===== src/rtl/spi_sclk_gen.sv =====
// rtl/spi_sclk_gen.sv - SPI serial clock generator with frame, burst and strobe sequencing
module spi_sclk_gen #(
  parameter  int DIV_W    = 16,
  parameter  int MAX_BITS = 32,
  parameter  int GAP_W    = 8,
  localparam int BITS_W   = $clog2(MAX_BITS + 1)
) (
  input  logic              clk,
  input  logic              rst,
  input  logic              en,
  input  logic              start,
  input  logic              stop,
  input  logic              cpol,
  input  logic              cpha,
  input  logic [DIV_W-1:0]  div,
  input  logic [BITS_W-1:0] nbits,
  input  logic              burst,
  input  logic [GAP_W-1:0]  gap,
  output logic              sclk,
  output logic              sclk_oe,
  output logic              busy,
  output logic              shift_stb,
  output logic              sample_stb,
  output logic              frame_done,
  output logic [BITS_W-1:0] bit_idx
);

  localparam int EDGE_W = BITS_W + 1;

  typedef enum logic [1:0] {S_IDLE, S_RUN, S_GAP} state_e;

  state_e            state_q, state_d;
  logic              cpol_q, cpol_d;
  logic              cpha_q, cpha_d;
  logic              burst_q, burst_d;
  logic [DIV_W-1:0]  div_q, div_d;
  logic [DIV_W-1:0]  div_cnt_q, div_cnt_d;
  logic [BITS_W-1:0] nbits_q, nbits_d;
  logic [BITS_W-1:0] bit_idx_q, bit_idx_d;
  logic [GAP_W-1:0]  gap_q, gap_d;
  logic [GAP_W-1:0]  gap_cnt_q, gap_cnt_d;
  logic [EDGE_W-1:0] edge_cnt_q, edge_cnt_d;
  logic              sclk_q, sclk_d;
  logic              sclk_oe_q, sclk_oe_d;
  logic              shift_q, shift_d;
  logic              sample_q, sample_d;
  logic              done_q, done_d;

  logic [BITS_W-1:0] nbits_clamp;
  logic [EDGE_W-1:0] last_edge;
  logic [EDGE_W-1:0] edge_next;
  logic              lead;

  // Clamp the requested frame length into 1..MAX_BITS before it is latched
  always_comb begin
    nbits_clamp = nbits;
    if (nbits == '0) begin
      nbits_clamp = BITS_W'(1);
    end else if (nbits > BITS_W'(MAX_BITS)) begin
      nbits_clamp = BITS_W'(MAX_BITS);
    end
  end

  assign last_edge = {nbits_q, 1'b0};
  assign edge_next = edge_cnt_q + EDGE_W'(1);
  assign lead      = edge_next[0];

  // Next state, counters and registered strobes
  always_comb begin
    state_d    = state_q;
    cpol_d     = cpol_q;
    cpha_d     = cpha_q;
    burst_d    = burst_q;
    div_d      = div_q;
    nbits_d    = nbits_q;
    gap_d      = gap_q;
    div_cnt_d  = div_cnt_q;
    gap_cnt_d  = gap_cnt_q;
    edge_cnt_d = edge_cnt_q;
    bit_idx_d  = sample_q ? bit_idx_q + BITS_W'(1) : bit_idx_q;
    sclk_d     = sclk_q;
    sclk_oe_d  = en;
    shift_d    = 1'b0;
    sample_d   = 1'b0;
    done_d     = 1'b0;

    if (!en) begin
      state_d = S_IDLE;
      sclk_d  = cpol;
    end else begin
      unique case (state_q)
        S_IDLE: begin
          sclk_d = cpol;
          if (start && !stop) begin
            state_d    = S_RUN;
            cpol_d     = cpol;
            cpha_d     = cpha;
            burst_d    = burst;
            div_d      = div;
            nbits_d    = nbits_clamp;
            gap_d      = gap;
            div_cnt_d  = '0;
            edge_cnt_d = '0;
            bit_idx_d  = '0;
          end
        end
        S_RUN: begin
          if (stop) begin
            state_d = S_IDLE;
            sclk_d  = cpol_q;
          end else if (edge_cnt_q == last_edge) begin
            done_d     = 1'b1;
            div_cnt_d  = '0;
            edge_cnt_d = '0;
            gap_cnt_d  = '0;
            if (!burst_q) begin
              state_d = S_IDLE;
            end else if (gap_q == '0) begin
              bit_idx_d = '0;
            end else begin
              state_d = S_GAP;
            end
          end else if (div_cnt_q == div_q) begin
            div_cnt_d  = '0;
            sclk_d     = ~sclk_q;
            edge_cnt_d = edge_next;
            if (!cpha_q) begin
              sample_d = lead;
              shift_d  = !lead && (edge_next != last_edge);
            end else begin
              shift_d  = lead;
              sample_d = !lead;
            end
          end else begin
            div_cnt_d = div_cnt_q + DIV_W'(1);
          end
        end
        S_GAP: begin
          if (stop) begin
            state_d = S_IDLE;
            sclk_d  = cpol_q;
          end else if (gap_cnt_q == gap_q - GAP_W'(1)) begin
            state_d   = S_RUN;
            bit_idx_d = '0;
          end else begin
            gap_cnt_d = gap_cnt_q + GAP_W'(1);
          end
        end
        default: state_d = S_IDLE;
      endcase
    end
  end

  // State register
  always_ff @(posedge clk or posedge rst) begin
    if (rst) state_q <= S_IDLE;
    else     state_q <= state_d;
  end

  // Latched frame configuration, counters and output registers
  always_ff @(posedge clk or posedge rst) begin
    if (rst) begin
      cpol_q     <= 1'b0;
      cpha_q     <= 1'b0;
      burst_q    <= 1'b0;
      div_q      <= '0;
      nbits_q    <= '0;
      gap_q      <= '0;
      div_cnt_q  <= '0;
      gap_cnt_q  <= '0;
      edge_cnt_q <= '0;
      bit_idx_q  <= '0;
      sclk_q     <= 1'b0;
      sclk_oe_q  <= 1'b0;
      shift_q    <= 1'b0;
      sample_q   <= 1'b0;
      done_q     <= 1'b0;
    end else begin
      cpol_q     <= cpol_d;
      cpha_q     <= cpha_d;
      burst_q    <= burst_d;
      div_q      <= div_d;
      nbits_q    <= nbits_d;
      gap_q      <= gap_d;
      div_cnt_q  <= div_cnt_d;
      gap_cnt_q  <= gap_cnt_d;
      edge_cnt_q <= edge_cnt_d;
      bit_idx_q  <= bit_idx_d;
      sclk_q     <= sclk_d;
      sclk_oe_q  <= sclk_oe_d;
      shift_q    <= shift_d;
      sample_q   <= sample_d;
      done_q     <= done_d;
    end
  end

  assign sclk       = sclk_q;
  assign sclk_oe    = sclk_oe_q;
  assign busy       = (state_q != S_IDLE);
  assign shift_stb  = shift_q;
  assign sample_stb = sample_q;
  assign frame_done = done_q;
  assign bit_idx    = bit_idx_q;

endmodule


===== config.mk =====
export PLATFORM = sky130hd
export DESIGN_NAME = spi_sclk_gen
export DESIGN_NICKNAME = d
export VERILOG_FILES = /design/src/rtl/spi_sclk_gen.sv
export SDC_FILE = /design/constraint.sdc
export NUM_CORES = 1
export LEC_CHECK = 0
export CORE_MARGIN = 8
export CORE_UTILIZATION = 31
export DETAILED_ROUTE_END_ITERATION = 12
export DONT_BUFFER_PORTS = 1
export SLEW_MARGIN = 20
export SYNTH_ARGS = -nofsm -noshare
export SYNTH_HDL_FRONTEND = slang
export SYNTH_SLANG_ARGS = --single-unit

===== constraint.sdc =====
create_clock -name clk -period 2.4 [get_ports clk]
set_input_delay 0.6 -clock clk [delete_from_list [all_inputs] [get_ports clk]]
set_output_delay 0.6 -clock clk [all_outputs]
set_load 0.005 [all_outputs]

## Word-level counts from Yosys, hierarchy flattened

Index checks and enable logic that the tools add are counted.

- Add/sub/neg operators: 5
- $mul: 0
- Divide/modulo/power cells: 0
- Order comparisons: 1
- Equal/unequal tests: 20
- Shift operators: 0
- Multiplexer cells: 58
- Bitwise gates (word level): 1
- Reductions and logical operators: 16

Operators by type and width:

| kind | count |
|---|---|
| 6-bit two-way mux | 11 |
| 16-bit two-way mux | 4 |
| 8-bit two-way mux | 4 |
| 16-bit case mux with 2 select lines | 1 |
| 7-bit two-way mux | 4 |
| 1-bit two-way mux | 21 |
| 6-bit case mux with 3 select lines | 1 |
| 16-bit by 1-bit adder with 16-bit output (second input constant) | 1 |
| 16-bit equality test | 1 |
| 2-bit two-way mux | 8 |
| 4-bit != test (second input constant) | 4 |
| 8-bit case mux with 2 select lines | 1 |
| 7-bit case mux with 2 select lines | 1 |
| 4-bit AND reduction | 3 |
| 2-bit != test (second input constant) | 5 |
| 3-bit != test (second input constant) | 3 |
| 8-bit by 1-bit adder with 8-bit output (second input constant) | 1 |
| 8-bit equality test | 1 |
| 8-bit zero test | 1 |
| 8-bit by 1-bit subtractor with 8-bit output (second input constant) | 1 |
| 7-bit by 1-bit adder with 7-bit output (second input constant) | 1 |
| 7-bit equality test | 1 |
| 7-bit != test | 1 |
| 6-bit by 1-bit adder with 6-bit output (second input constant) | 1 |
| 16 further kinds | 20 |

- Flip-flop bits (word level): 77
- Latch bits: 0
- Memory bits (writable): 0
- ROM bits: 0
- Output and inout port bits: 12
- Memories: 0

## Depth between registers and ports, before layout

- Word-level depth: 9
- Depth in mapped cells: 10
- Depth with buffers taken out: 8

## Worst setup path before layout

Ideal clock, no wire load.

- Kind: register to register
- Start point: reg gap_q[0]
- End point: reg state_q[1]
- Arrival time: 2.207 ns
- Setup slack: 0.072 ns
- Cell stages (with the launch flop): 10
- Path buffers: 1
- Clock period less this slack: 2.328 ns
- Path through: dfrtp_1 inv_1 ha_1 nor2b_1 or3_1 a31o_1 nor4_4 buf_6 o211ai_2 a32o_1

- Cells in the longest elaborated chain, start to end: 4
- Elaborated cells on any way between the ends: 6

Ends and longest elaborated chain:

| item | line | source |
|---|---|---|
| from (decl) | 40 | `logic [GAP_W-1:0] gap_q, gap_d;` |
| from (signal assigned) | 184 | `gap_q <= gap_d;` |
| 8-bit by 1-bit subtractor with 8-bit output | 142 | `end else if (gap_cnt_q == gap_q - GAP_W'(1)) begin` |
| 8-bit equality test | 142 |  |
| 4-bit != test (no source line) | - |  |
| 4-bit AND reduction (no source line) (*) | - |  |
| to (signal assigned) | 157 | `else state_q <= state_d;` |
| to (decl) | 32 | `state_e state_q, state_d;` |

Every way passes the cells marked *; elsewhere a longest branch is shown, timed or not.
A chain may end at the register's enable or synchronous reset.

## Final worst setup path

- Start point: reg gap_q[0]
- End point: reg gap_cnt_q[5]

- Cells in the longest elaborated chain, start to end: 4

Ends and longest elaborated chain:

| item | line | source |
|---|---|---|
| 8-bit by 1-bit subtractor with 8-bit output | 142 |  |
| 8-bit equality test | 142 |  |
| 2-bit != test (no source line) | - |  |
| 6-bit AND reduction (no source line) | - |  |
| to (signal assigned) | 186 | `gap_cnt_q <= gap_cnt_d;` |
| to (decl) | 41 | `logic [GAP_W-1:0] gap_cnt_q, gap_cnt_d;` |

No other way between the ends.

==> qor.csv <==
metric;value;unit
outcome;complete, no violations;
Finish-stage setup viols;0;
drc violations;0;
Worst setup SP type;flip-flop;
Post-synth EDFFs;0;
Yosys top cell by area;dfrtp_1;
DR WL/cell;15.3;um
Die H;133;um
root buffer cell;clkbuf_16;
clock sink count;77;
Req. time, crit path;2.63;ns
most frequent cell after synthesis;dfrtp_1;
ANT nets after route;0;
Vias/cell;4.94;
Final min period;2.26;ns
DRT Pass-1 Iters;4;
Post-Synthesis Cells;408;
worst hold path type;in -> async;
first-pass GRT wire length;15.7;mm
register area share after synthesis;0.455;
Crit Path Class;reg -> reg;
maxcap violations;0;
ys async rst share;1.00;
fin util;0.365;
final WL;9.33;mm
CTS max path bufs;2;
final cell count without fillers;608;
f_max;443;MHz
RR Startpoint;gap_q[0];
synth top area cells;dfrtp_1, mux2_2, xnor2_1;
CTS tree;built;
post-synthesis cell area;4240;um2
Initial DRC Count;133;
largest net degree at the start of global routing;38;
CP max FO;7;
via count;3002;
Area Overhead vs Synth;14.4;%
cts hold-fix bufs;0;
Final Max Slew Viols;0;
crit path from;gap_q[0];
Nets;476;
Die Footprint;17700;um2
Core Region;13300;um2
Final Instance Area;4850;um2
slew margin rel.;0.680;
Total GRT Usage;0.111;
CTS Buf Count;9;
share of cells above drive strength 1;0.181;
critical path capture point type;flip-flop;
worst slew pin tran;0.479;ns
Yosys top cell area share;0.455;
CP Data Arrival Time;2.48;ns
die width;133;um
Area after DPL;4550;um2
grt total ovfl;0;
synth warn;0;
Top Ports;50;
Starting Density;0.319;
skew final;0.00454;ns
Skew-Pair Late Insertion Delay;0.34;ns
Power Dens Cells;999;nW/um2
H-tree levels;3;
final hold violations;0;
Placed Cells;592;
mean area per synthesized cell;10.4;um2
post-detail-place hpwl;7.12;mm
vias in the first global route;3090;
#FFs+latches synth;77;
Netlist cell types;59;
# port buffers;0;
final worst slack;0.145;ns
dpl ws;-0.0161;ns
P_leak;0.00207;uW
Max VDD drop;0.413;mV
fin crit share;0.940;
post-synth net total;456;
top cells by count, synth;dfrtp_1, nor2_1, xnor2_1;
top_reg_cell synth;dfrtp_1;
antenna fix cells;0;
row count;42;
initial antenna violation count;0;
CTS clock-pin slew for the worst setup and hold paths;0.06;ns
RSZ-0062 raised after global routing;false;
RePlAce Congestion;0.810;
## final timing paths
path                       depth (start not counted)  slack (ns)           end
setup reg to reg                                  10        0.14  gap_cnt_q[5]
hold reg to reg                                    2        0.50    nbits_q[3]
hold / removal                                     1        0.10     div_q[15]
min in group clk                                   0        0.29       sclk_oe
max in group asynchronous                          2        1.52    bit_idx[0]
setup / recovery                                  10        0.14  gap_cnt_q[5]
## where the power goes
part           switching, uW  total, uW  leakage [uW]  internal, uW
Clock                    509       1300      0.000138           793
Sequential               351       1990       0.00100          1640
Combinational            746       1550      0.000933           808
Total                   1600       4850       0.00207          3240
## registers in the layout, summed over array words and instances (netlist names)
register / cells
gap_q: 8
sclk: 1
frame_done: 1
burst_q: 1
nbits_q: 6
gap_cnt_q: 8
state_q: 2
shift_stb: 1
sclk_oe: 1
cpol_q: 1
div_q: 16
edge_cnt_q: 7
cpha_q: 1
div_cnt_q: 16
sample_stb: 1
bit_idx: 6
## critical path, stage by stage (launching register included)
cell	delay [ns]
dfrtp_1	0.34
inv_1	0.06
ha_1	0.22
nor2b_1	0.14
or3_1	0.34
a31o_1	0.24
nor4_4	0.24
buf_4	0.20
buf_4	0.15
nor4_1	0.05
o21a_1	0.16
## layer usage
metal	track usage	vias up	wire, um
li1	-	1480	-
met1	0.133	1457	4200
met2	0.175	55	4420
met3	0.0473	10	540
met4	0.0360	0	166
met5	0	-	0
## metrics by stage
step                      TNS, ns  total power (uW)  hold WS, ns
after floorplan                 0              3130        0.469
after global placement          0              3510        0.469
after detailed placement  -0.0200              3560        0.466
after CTS                       0              4910       0.0992
after global routing            0              5180        0.116
final                           0              4850        0.103
## cell families after synthesis
| family | synth area share |
|---|---|
| xor gates and xnor gates | 0.120 |
| and+or+nand+nor | 0.188 |
| adders and majority gates | 0.0295 |
| buffers and inverters | 0.0292 |
| DFF | 0.455 |
| AOI/OAI and AO/OA | 0.0824 |
| muxes | 0.0963 |
## placed cells by master (no fill, tap or decap), types with 15 or more instances in the layout
master / count
mux2_2: 30
nand3_1: 16
nand4_1: 15
o21ai_0: 16
nor2_1: 35
dfrtp_1: 77
xor2_1: 21
xnor2_1: 35
buf_4: 20
nand2_1: 29
## final cells by class
class                   instances  area [um2]
clock inverters                 5        52.6
clock buffers                  10         229
well taps                     176         220
inverters                      13        52.6
repair buffers                 21         170
flip-flops and latches         77        1930
fillers                      1343        8450
multi-input cells             306        2200
## timing repair
action	CTS	global route
setup buffers	1	0
setup endpoints to repair	5	5
pin swaps	1	0
resized for setup	0	1
(Power assumes the default switching activity.)
